===== config.mk =====
export PLATFORM = sky130hd
export DESIGN_NAME = adau_spi_sequencer
export DESIGN_NICKNAME = d
export VERILOG_FILES = /design/src/rtl/adau_spi_pkg.sv /design/src/rtl/adau_spi_shifter.sv /design/src/rtl/adau_spi_sequencer.sv
export SDC_FILE = /design/constraint.sdc
export NUM_CORES = 1
export LEC_CHECK = 0
export BUFFER_PORTS_ARGS = -buffer_cell sky130_fd_sc_hd__buf_2
export CORE_MARGIN = 2
export CORE_UTILIZATION = 45
export CTS_CLUSTER_SIZE = 8
export DETAILED_ROUTE_END_ITERATION = 10
export PLACE_DENSITY = 0.67
export RECOVER_POWER = 100
export SLEW_MARGIN = 5
export SYNTH_ARGS = -nofsm -noshare
export SYNTH_HDL_FRONTEND = slang
export SYNTH_SLANG_ARGS = --single-unit

===== constraint.sdc =====
create_clock -name clk -period 6.2 [get_ports clk]
set_input_delay 1.24 -clock clk [delete_from_list [all_inputs] [get_ports clk]]
set_output_delay 1.24 -clock clk [all_outputs]
set_load 0.03 [all_outputs]

===== src/rtl/adau_spi_pkg.sv =====
// Shared types and constants for the ADAU codec SPI register sequencer.
// The READBACK_VERIFY_EN macro is consumed by adau_spi_sequencer, not here.
package adau_spi_pkg;

  typedef enum logic [2:0] {
    ST_IDLE,
    ST_DUMMY,
    ST_FETCH,
    ST_WRITE,
    ST_READ,
    ST_CHECK,
    ST_GAP,
    ST_FINISH
  } seq_state_t;

  typedef enum logic [2:0] {
    PH_IDLE,
    PH_LEAD,
    PH_LOW,
    PH_HIGH,
    PH_TRAIL
  } shift_phase_t;

  localparam logic [7:0]  CMD_WRITE  = 8'h00;
  localparam logic [7:0]  CMD_READ   = 8'h01;
  localparam logic [15:0] END_MARKER = 16'hFFFF;

  function automatic logic is_end_marker(input logic [15:0] addr);
    return (addr == END_MARKER);
  endfunction

endpackage


===== src/rtl/adau_spi_shifter.sv =====
// SPI mode-3 frame serialiser: cs_n lead/trail of CLK_DIV cycles around the clock burst,
// mosi launched on sclk falling edges, miso captured on rising edges.
module adau_spi_shifter
  import adau_spi_pkg::*;
#(
  parameter int CLK_DIV    = 4,
  parameter int FRAME_BITS = 32,
  parameter int RX_BITS    = 8
) (
  input  logic                  clk,
  input  logic                  reset,
  input  logic                  load,
  input  logic [FRAME_BITS-1:0] tx_data,
  input  logic                  go,
  input  logic                  miso,
  output logic                  sclk,
  output logic                  cs_n,
  output logic                  mosi,
  output logic [RX_BITS-1:0]    rx_data,
  output logic                  frame_done
);

  localparam int DIV_W = (CLK_DIV > 1) ? $clog2(CLK_DIV) : 1;
  localparam int BIT_W = $clog2(FRAME_BITS + 1);
  localparam logic [DIV_W-1:0] DIV_LAST = DIV_W'(CLK_DIV - 1);
  localparam logic [BIT_W-1:0] BIT_LAST = BIT_W'(FRAME_BITS - 1);

  shift_phase_t          phase_r;
  logic [DIV_W-1:0]      div_cnt_r;
  logic [BIT_W-1:0]      bit_cnt_r;
  logic [FRAME_BITS-1:0] shreg_r;
  logic                  div_end_s;

  assign div_end_s = (div_cnt_r == DIV_LAST);

  // Frame phase machine; reset forces the bus idle at once, abandoning any frame.
  always_ff @(posedge clk or posedge reset) begin
    if (reset) begin
      phase_r    <= PH_IDLE;
      div_cnt_r  <= '0;
      bit_cnt_r  <= '0;
      shreg_r    <= '0;
      sclk       <= 1'b1;
      cs_n       <= 1'b1;
      mosi       <= 1'b0;
      rx_data    <= '0;
      frame_done <= 1'b0;
    end else begin
      frame_done <= 1'b0;
      if (phase_r != PH_IDLE) begin
        div_cnt_r <= div_end_s ? '0 : div_cnt_r + DIV_W'(1);
      end else begin
        div_cnt_r <= '0;
      end
      case (phase_r)
        PH_IDLE: begin
          if (load) shreg_r <= tx_data;
          if (go) begin
            cs_n      <= 1'b0;
            bit_cnt_r <= '0;
            phase_r   <= PH_LEAD;
          end
        end
        PH_LEAD, PH_HIGH: begin
          if (div_end_s) begin
            sclk    <= 1'b0;
            mosi    <= shreg_r[FRAME_BITS-1];
            shreg_r <= {shreg_r[FRAME_BITS-2:0], 1'b0};
            phase_r <= PH_LOW;
          end
        end
        PH_LOW: begin
          if (div_end_s) begin
            sclk      <= 1'b1;
            rx_data   <= {rx_data[RX_BITS-2:0], miso};
            bit_cnt_r <= bit_cnt_r + BIT_W'(1);
            phase_r   <= (bit_cnt_r == BIT_LAST) ? PH_TRAIL : PH_HIGH;
          end
        end
        PH_TRAIL: begin
          if (div_end_s) begin
            cs_n       <= 1'b1;
            frame_done <= 1'b1;
            phase_r    <= PH_IDLE;
          end
        end
        default: begin
          sclk    <= 1'b1;
          cs_n    <= 1'b1;
          phase_r <= PH_IDLE;
        end
      endcase
    end
  end

endmodule


===== src/rtl/adau_spi_sequencer.sv =====
// Walks a register table into the codec over SPI after N_DUMMY mode-latching frames.
// Define READBACK_VERIFY_EN to read back and compare every written register.
module adau_spi_sequencer
  import adau_spi_pkg::*;
#(
  parameter int CLK_DIV    = 4,
  parameter int DATA_BYTES = 1,
  parameter int N_DUMMY    = 3,
  parameter int N_ENTRIES  = 16,
  parameter int CS_GAP     = 4,
  localparam int IDX_W     = (N_ENTRIES > 1) ? $clog2(N_ENTRIES) : 1
) (
  input  logic                      clk,
  input  logic                      reset,
  input  logic                      start,
  output logic                      busy,
  output logic                      done,
  output logic                      error,
  output logic [IDX_W-1:0]          err_index,
  output logic [IDX_W-1:0]          tbl_index,
  input  logic [16+8*DATA_BYTES-1:0] tbl_entry,
  output logic                      sclk,
  output logic                      cs_n,
  output logic                      mosi,
  input  logic                      miso
);

  localparam int DW         = 8 * DATA_BYTES;
  localparam int FRAME_BITS = 24 + DW;
  localparam int DCW        = (N_DUMMY > 1) ? $clog2(N_DUMMY) : 1;
  localparam int GW         = $clog2(CS_GAP + 2);

  seq_state_t            state_r;
  seq_state_t            ret_r;
  logic                  launched_r;
  logic                  fetch_wait_r;
  logic [DCW-1:0]        dummy_cnt_r;
  logic [GW-1:0]         gap_cnt_r;
  logic [15:0]           addr_r;
  logic [DW-1:0]         data_r;
  logic [DW-1:0]         rd_data_r;
  logic [FRAME_BITS-1:0] tx_r;
  logic                  load_r;
  logic                  go_r;
  logic [DW-1:0]         rx_data_s;
  logic                  frame_done_s;
  logic                  last_entry_s;

  assign last_entry_s = (tbl_index == IDX_W'(N_ENTRIES - 1));

  adau_spi_shifter #(
    .CLK_DIV    (CLK_DIV),
    .FRAME_BITS (FRAME_BITS),
    .RX_BITS    (DW)
  ) u_shifter (
    .clk        (clk),
    .reset      (reset),
    .load       (load_r),
    .tx_data    (tx_r),
    .go         (go_r),
    .miso       (miso),
    .sclk       (sclk),
    .cs_n       (cs_n),
    .mosi       (mosi),
    .rx_data    (rx_data_s),
    .frame_done (frame_done_s)
  );

  // Sequencer FSM; each frame state launches once, then waits for the shifter to finish.
  always_ff @(posedge clk or posedge reset) begin
    if (reset) begin
      state_r      <= ST_IDLE;
      ret_r        <= ST_IDLE;
      launched_r   <= 1'b0;
      fetch_wait_r <= 1'b0;
      dummy_cnt_r  <= '0;
      gap_cnt_r    <= '0;
      addr_r       <= 16'h0000;
      data_r       <= '0;
      rd_data_r    <= '0;
      tx_r         <= '0;
      load_r       <= 1'b0;
      go_r         <= 1'b0;
      busy         <= 1'b0;
      done         <= 1'b0;
      error        <= 1'b0;
      err_index    <= '0;
      tbl_index    <= '0;
    end else begin
      load_r <= 1'b0;
      go_r   <= 1'b0;
      done   <= 1'b0;
      case (state_r)
        ST_IDLE: begin
          if (start) begin
            busy         <= 1'b1;
            error        <= 1'b0;
            err_index    <= '0;
            tbl_index    <= '0;
            dummy_cnt_r  <= '0;
            launched_r   <= 1'b0;
            fetch_wait_r <= 1'b0;
            state_r      <= (N_DUMMY > 0) ? ST_DUMMY : ST_FETCH;
          end
        end
        ST_DUMMY: begin
          if (!launched_r) begin
            tx_r       <= '0;
            load_r     <= 1'b1;
            go_r       <= 1'b1;
            launched_r <= 1'b1;
          end else if (frame_done_s) begin
            launched_r <= 1'b0;
            gap_cnt_r  <= GW'(1);
            state_r    <= ST_GAP;
            if (dummy_cnt_r == DCW'(N_DUMMY - 1)) begin
              ret_r <= ST_FETCH;
            end else begin
              ret_r       <= ST_DUMMY;
              dummy_cnt_r <= dummy_cnt_r + DCW'(1);
            end
          end
        end
        ST_FETCH: begin
          // The table is a synchronous read, so wait one cycle after tbl_index settles.
          if (!fetch_wait_r) begin
            fetch_wait_r <= 1'b1;
          end else begin
            fetch_wait_r <= 1'b0;
            addr_r       <= tbl_entry[DW +: 16];
            data_r       <= tbl_entry[DW-1:0];
            state_r      <= is_end_marker(tbl_entry[DW +: 16]) ? ST_FINISH : ST_WRITE;
          end
        end
        ST_WRITE: begin
          if (!launched_r) begin
            tx_r       <= {CMD_WRITE, addr_r, data_r};
            load_r     <= 1'b1;
            go_r       <= 1'b1;
            launched_r <= 1'b1;
          end else if (frame_done_s) begin
            launched_r <= 1'b0;
            gap_cnt_r  <= GW'(1);
            state_r    <= ST_GAP;
`ifdef READBACK_VERIFY_EN
            ret_r      <= ST_READ;
`else
            if (last_entry_s) begin
              ret_r <= ST_FINISH;
            end else begin
              ret_r     <= ST_FETCH;
              tbl_index <= tbl_index + IDX_W'(1);
            end
`endif
          end
        end
        ST_READ: begin
          if (!launched_r) begin
            tx_r       <= {CMD_READ, addr_r, {DW{1'b0}}};
            load_r     <= 1'b1;
            go_r       <= 1'b1;
            launched_r <= 1'b1;
          end else if (frame_done_s) begin
            launched_r <= 1'b0;
            rd_data_r  <= rx_data_s;
            state_r    <= ST_CHECK;
          end
        end
        ST_CHECK: begin
          if (rd_data_r != data_r) begin
            error     <= 1'b1;
            err_index <= tbl_index;
            state_r   <= ST_FINISH;
          end else begin
            gap_cnt_r <= GW'(1);
            state_r   <= ST_GAP;
            if (last_entry_s) begin
              ret_r <= ST_FINISH;
            end else begin
              ret_r     <= ST_FETCH;
              tbl_index <= tbl_index + IDX_W'(1);
            end
          end
        end
        ST_GAP: begin
          if (gap_cnt_r >= GW'(CS_GAP)) begin
            state_r <= ret_r;
          end else begin
            gap_cnt_r <= gap_cnt_r + GW'(1);
          end
        end
        ST_FINISH: begin
          done    <= 1'b1;
          busy    <= 1'b0;
          state_r <= ST_IDLE;
        end
        default: begin
          busy    <= 1'b0;
          state_r <= ST_IDLE;
        end
      endcase
    end
  end

endmodule


==> impl_metrics.yaml <==
run_status:
  outcome: "finished, violations left"
  violations: "capacitance limit, slew limit"
worst_hold_path:
  hold_depth: 1
  hp-class: "flip-flop to flip-flop"
clock_network:
  worstSkewPairLatency_ps: 410
  hold_buffers: 0
  post_cts_buffers: 0
  cts_sinks: 137
  clockRootBuffer: "clkbuf_16"
  cts_tree: "done"
  numCtsBuffers: 17
  clockBufferDepth: 2
  clkSlewWorstSetupHoldPaths_ps: 50
  htreeDepth: 4
  postCtsResizedCells: 0
final_layout:
  drive_gt1_share_pct: 16.8
  nFillCells: 1195
  layout_commonest_cell: "dfrtp_1"
  final_net_count: 635
  syn2layout_area_growth_pct: 14.0
  diodes: 0
  mostFrequentLayoutCells: "dfrtp_1, nand2_1, nor2_1"
detailed_routing:
  first_iter_violations: 204
  wl_per_cell_um: 14.7
  vias: 4217
  dr.pass1.iters: 5
  drtAntennaViolNets: 0
  wl_um: 11600
  drc: 0
  viasPerCell: 5.34
yosys:
  ys_seq_elements: 137
  synthCells: 573
  syn_area_per_cell_um2: 10.5
  synth-edff-count: 0
  synth_fp_nets: 606
  yosysSeqAreaShare_pct: 57.3
  yosysWarningCount: 0
  synth_ff_type: "dfrtp_1"
  syn_area_mm2: 0.00599
  ys_async_sr_fraction_pct: 100
  ys_types: 52
setup_path:
  worstPathCellList: "and2b_1 -> o21ai_0 -> a22o_1"
  crit_type: "flip-flop to flip-flop"
  crit_fanout: 27
  ff2ff_path_depth: 3
  start_kind: "flip-flop"
  crit_arrival_ps: 4210
  slowest_stage: "o21ai_0"
  crit_required_ps: 6540
  end_kind: "flip-flop"
  cpPeakStageDelay_ps: 2270
sta:
  max_freq_mhz: 258
  slew_headroom_pct: -148
  finalHoldViolCount: 0
  slew_violations: 204
  hold_ws_ps: 457
  setup_viol: 0
  finalSetupTns_ps: 0
  worstMarginPinSlew_ps: 3700
  finClkSkew_ps: 7.27
  period_share_pct: 62.5
  rsz0062_at_grt: "no"
  fin_ws_ps: 2330
  finalCriticalPeriod_ps: 3870
floorplan:
  die_h_um: 119
  coreArea_mm2: 0.0131
  rows: 42
  boundaryPins: 42
  dieArea_mm2: 0.0143
  initial_core_util_pct: 45.6
  die_x_um: 119
pwr:
  power.density_mw_per_mm2: 535
  p_leak_nw: 3.11
  ir_worst_vdd_v: 0.000325
global_routing:
  grt-ovfl-total: 0
  antenna_found_initial: 1
  grt_pass1_wl_um: 19900
  grt_use_total_pct: 17.5
  grt_pass1_vias: 4089
  grt_start_max_net_pins: 88
placed_design:
  place_ws_ps: 3340
  place.gp.congestion: 0.793
  dp_hpwl_um: 7710
  io_buffer_count: 41
run:
  drv_cap: 4
[layout make-up]
cell class | count | area [µm²] | area share (%)
inverter | 12 | 46.3 | 0.678
clock buffer | 18 | 439 | 6.43
sequential | 137 | 3430 | 50.2
multi-input combinational | 391 | 2320 | 33.9
tap | 176 | 220 | 3.22
clock inverter | 13 | 178 | 2.60
timing repair buffer | 43 | 199 | 2.91
[synth_stat cells, types with 2 or more instances]
cell,count,area (µm²)
nor3_1,4,20.0
buf_1,2,7.51
ha_1,5,62.6
o21a_1,3,22.5
and3_1,3,18.8
nand2b_1,3,18.8
clkbuf_1,14,52.6
nand4_1,5,31.3
nor4_1,2,12.5
buf_2,15,75.1
mux2_2,36,405
a31oi_1,26,163
dfrtp_1,135,3380
nand2_1,124,465
nand3_1,17,85.1
or3_1,2,12.5
nor3b_1,4,30.0
a22o_1,26,228
mux2i_1,3,30.0
inv_1,12,45.0
a21oi_1,9,45.0
nor2_1,43,161
xor2_1,9,78.8
nor3_2,2,20.0
a21o_1,4,30.0
o21ai_0,31,155
nor2b_1,8,50.1
dfstp_2,2,52.6
[worst paths after layout]
check,from,end,slack [ps]
worst min register to register,u_shifter.div_cnt_r[0]$_DFF_PP0_,u_shifter.div_cnt_r[0]$_DFF_PP0_,460
min in group asynchronous,reset,err_index[0]$_DFFE_PP0P_,1920
worst min-delay path,u_shifter.div_cnt_r[0]$_DFF_PP0_,u_shifter.div_cnt_r[0]$_DFF_PP0_,460
worst max-delay path,state_r[0]$_DFFE_PP0P_,tx_r[6]$_DFFE_PP0P_,2330
worst max register to register,state_r[0]$_DFFE_PP0P_,tx_r[6]$_DFFE_PP0P_,2330
max in group asynchronous,reset,tx_r[19]$_DFFE_PP0P_,2410
[worst max-delay path, delay by kind of cell (launching register included)]
family | cells | cell delay [ps]
AND/OR/NAND/NOR | 1 | 290
flip-flops | 1 | 830
AO/OA/AOI/OAI | 2 | 2680
[layer usage]
layer	up-vias	routed length, µm	GRT usage (%)	part of all wire (%)
met5	-	0	0	0
met4	0	219	6.47	1.9
met3	15	405	4.60	3.5
met2	81	5650	28.1	49
met1	2080	5330	22.9	46
li1	2041	-	-	-
[kinds of logic after synthesis]
family | count (synthesis) | synth area share, %
buffers and inverters | 45 | 3.32
adder cells (fa/ha/maj) | 5 | 1.04
AND/OR/NAND/NOR | 225 | 17.0
AO/OA/AOI/OAI | 113 | 12.8
flip-flops | 137 | 57.3
XOR/XNOR | 9 | 1.32
multiplexers | 39 | 7.27
[registers in the layout (all words and copies together), names as in the netlist, 2 cells and up]
signal and count:
gap_cnt_r 3, rd_data_r 8, err_index 4, state_r 3, u_shifter.div_cnt_r 2, u_shifter.phase_r 3, ret_r 3, tbl_index 4
u_shifter.rx_data 8, u_shifter.bit_cnt_r 6, data_r 8, dummy_cnt_r 2, tx_r 25, u_shifter.shreg_r 32, addr_r 16
[through the flow]
stage / power, mW / instances / instance area [µm²] / util, %
after floorplan: 2.41 / 573 / 5990 / -
after global placement: 2.60 / 759 / 6290 / 47.9
after detailed placement: 2.67 / 759 / 6290 / 47.9
after CTS: 3.72 / 790 / 6910 / 52.6
after global routing: 3.91 / 790 / 6830 / 52.0
final: 3.65 / 790 / 6830 / 52.0
[report_power, final]
| part | internal [mW] | leakage (nW) | switching [mW] |
|---|---|---|---|
| clock | 0.677 | 0.290 | 0.364 |
| sequential | 1.24 | 1.70 | 0.288 |
| combinational | 0.449 | 1.11 | 0.631 |
No activity file was read; power rests on OpenSTA's default activity.
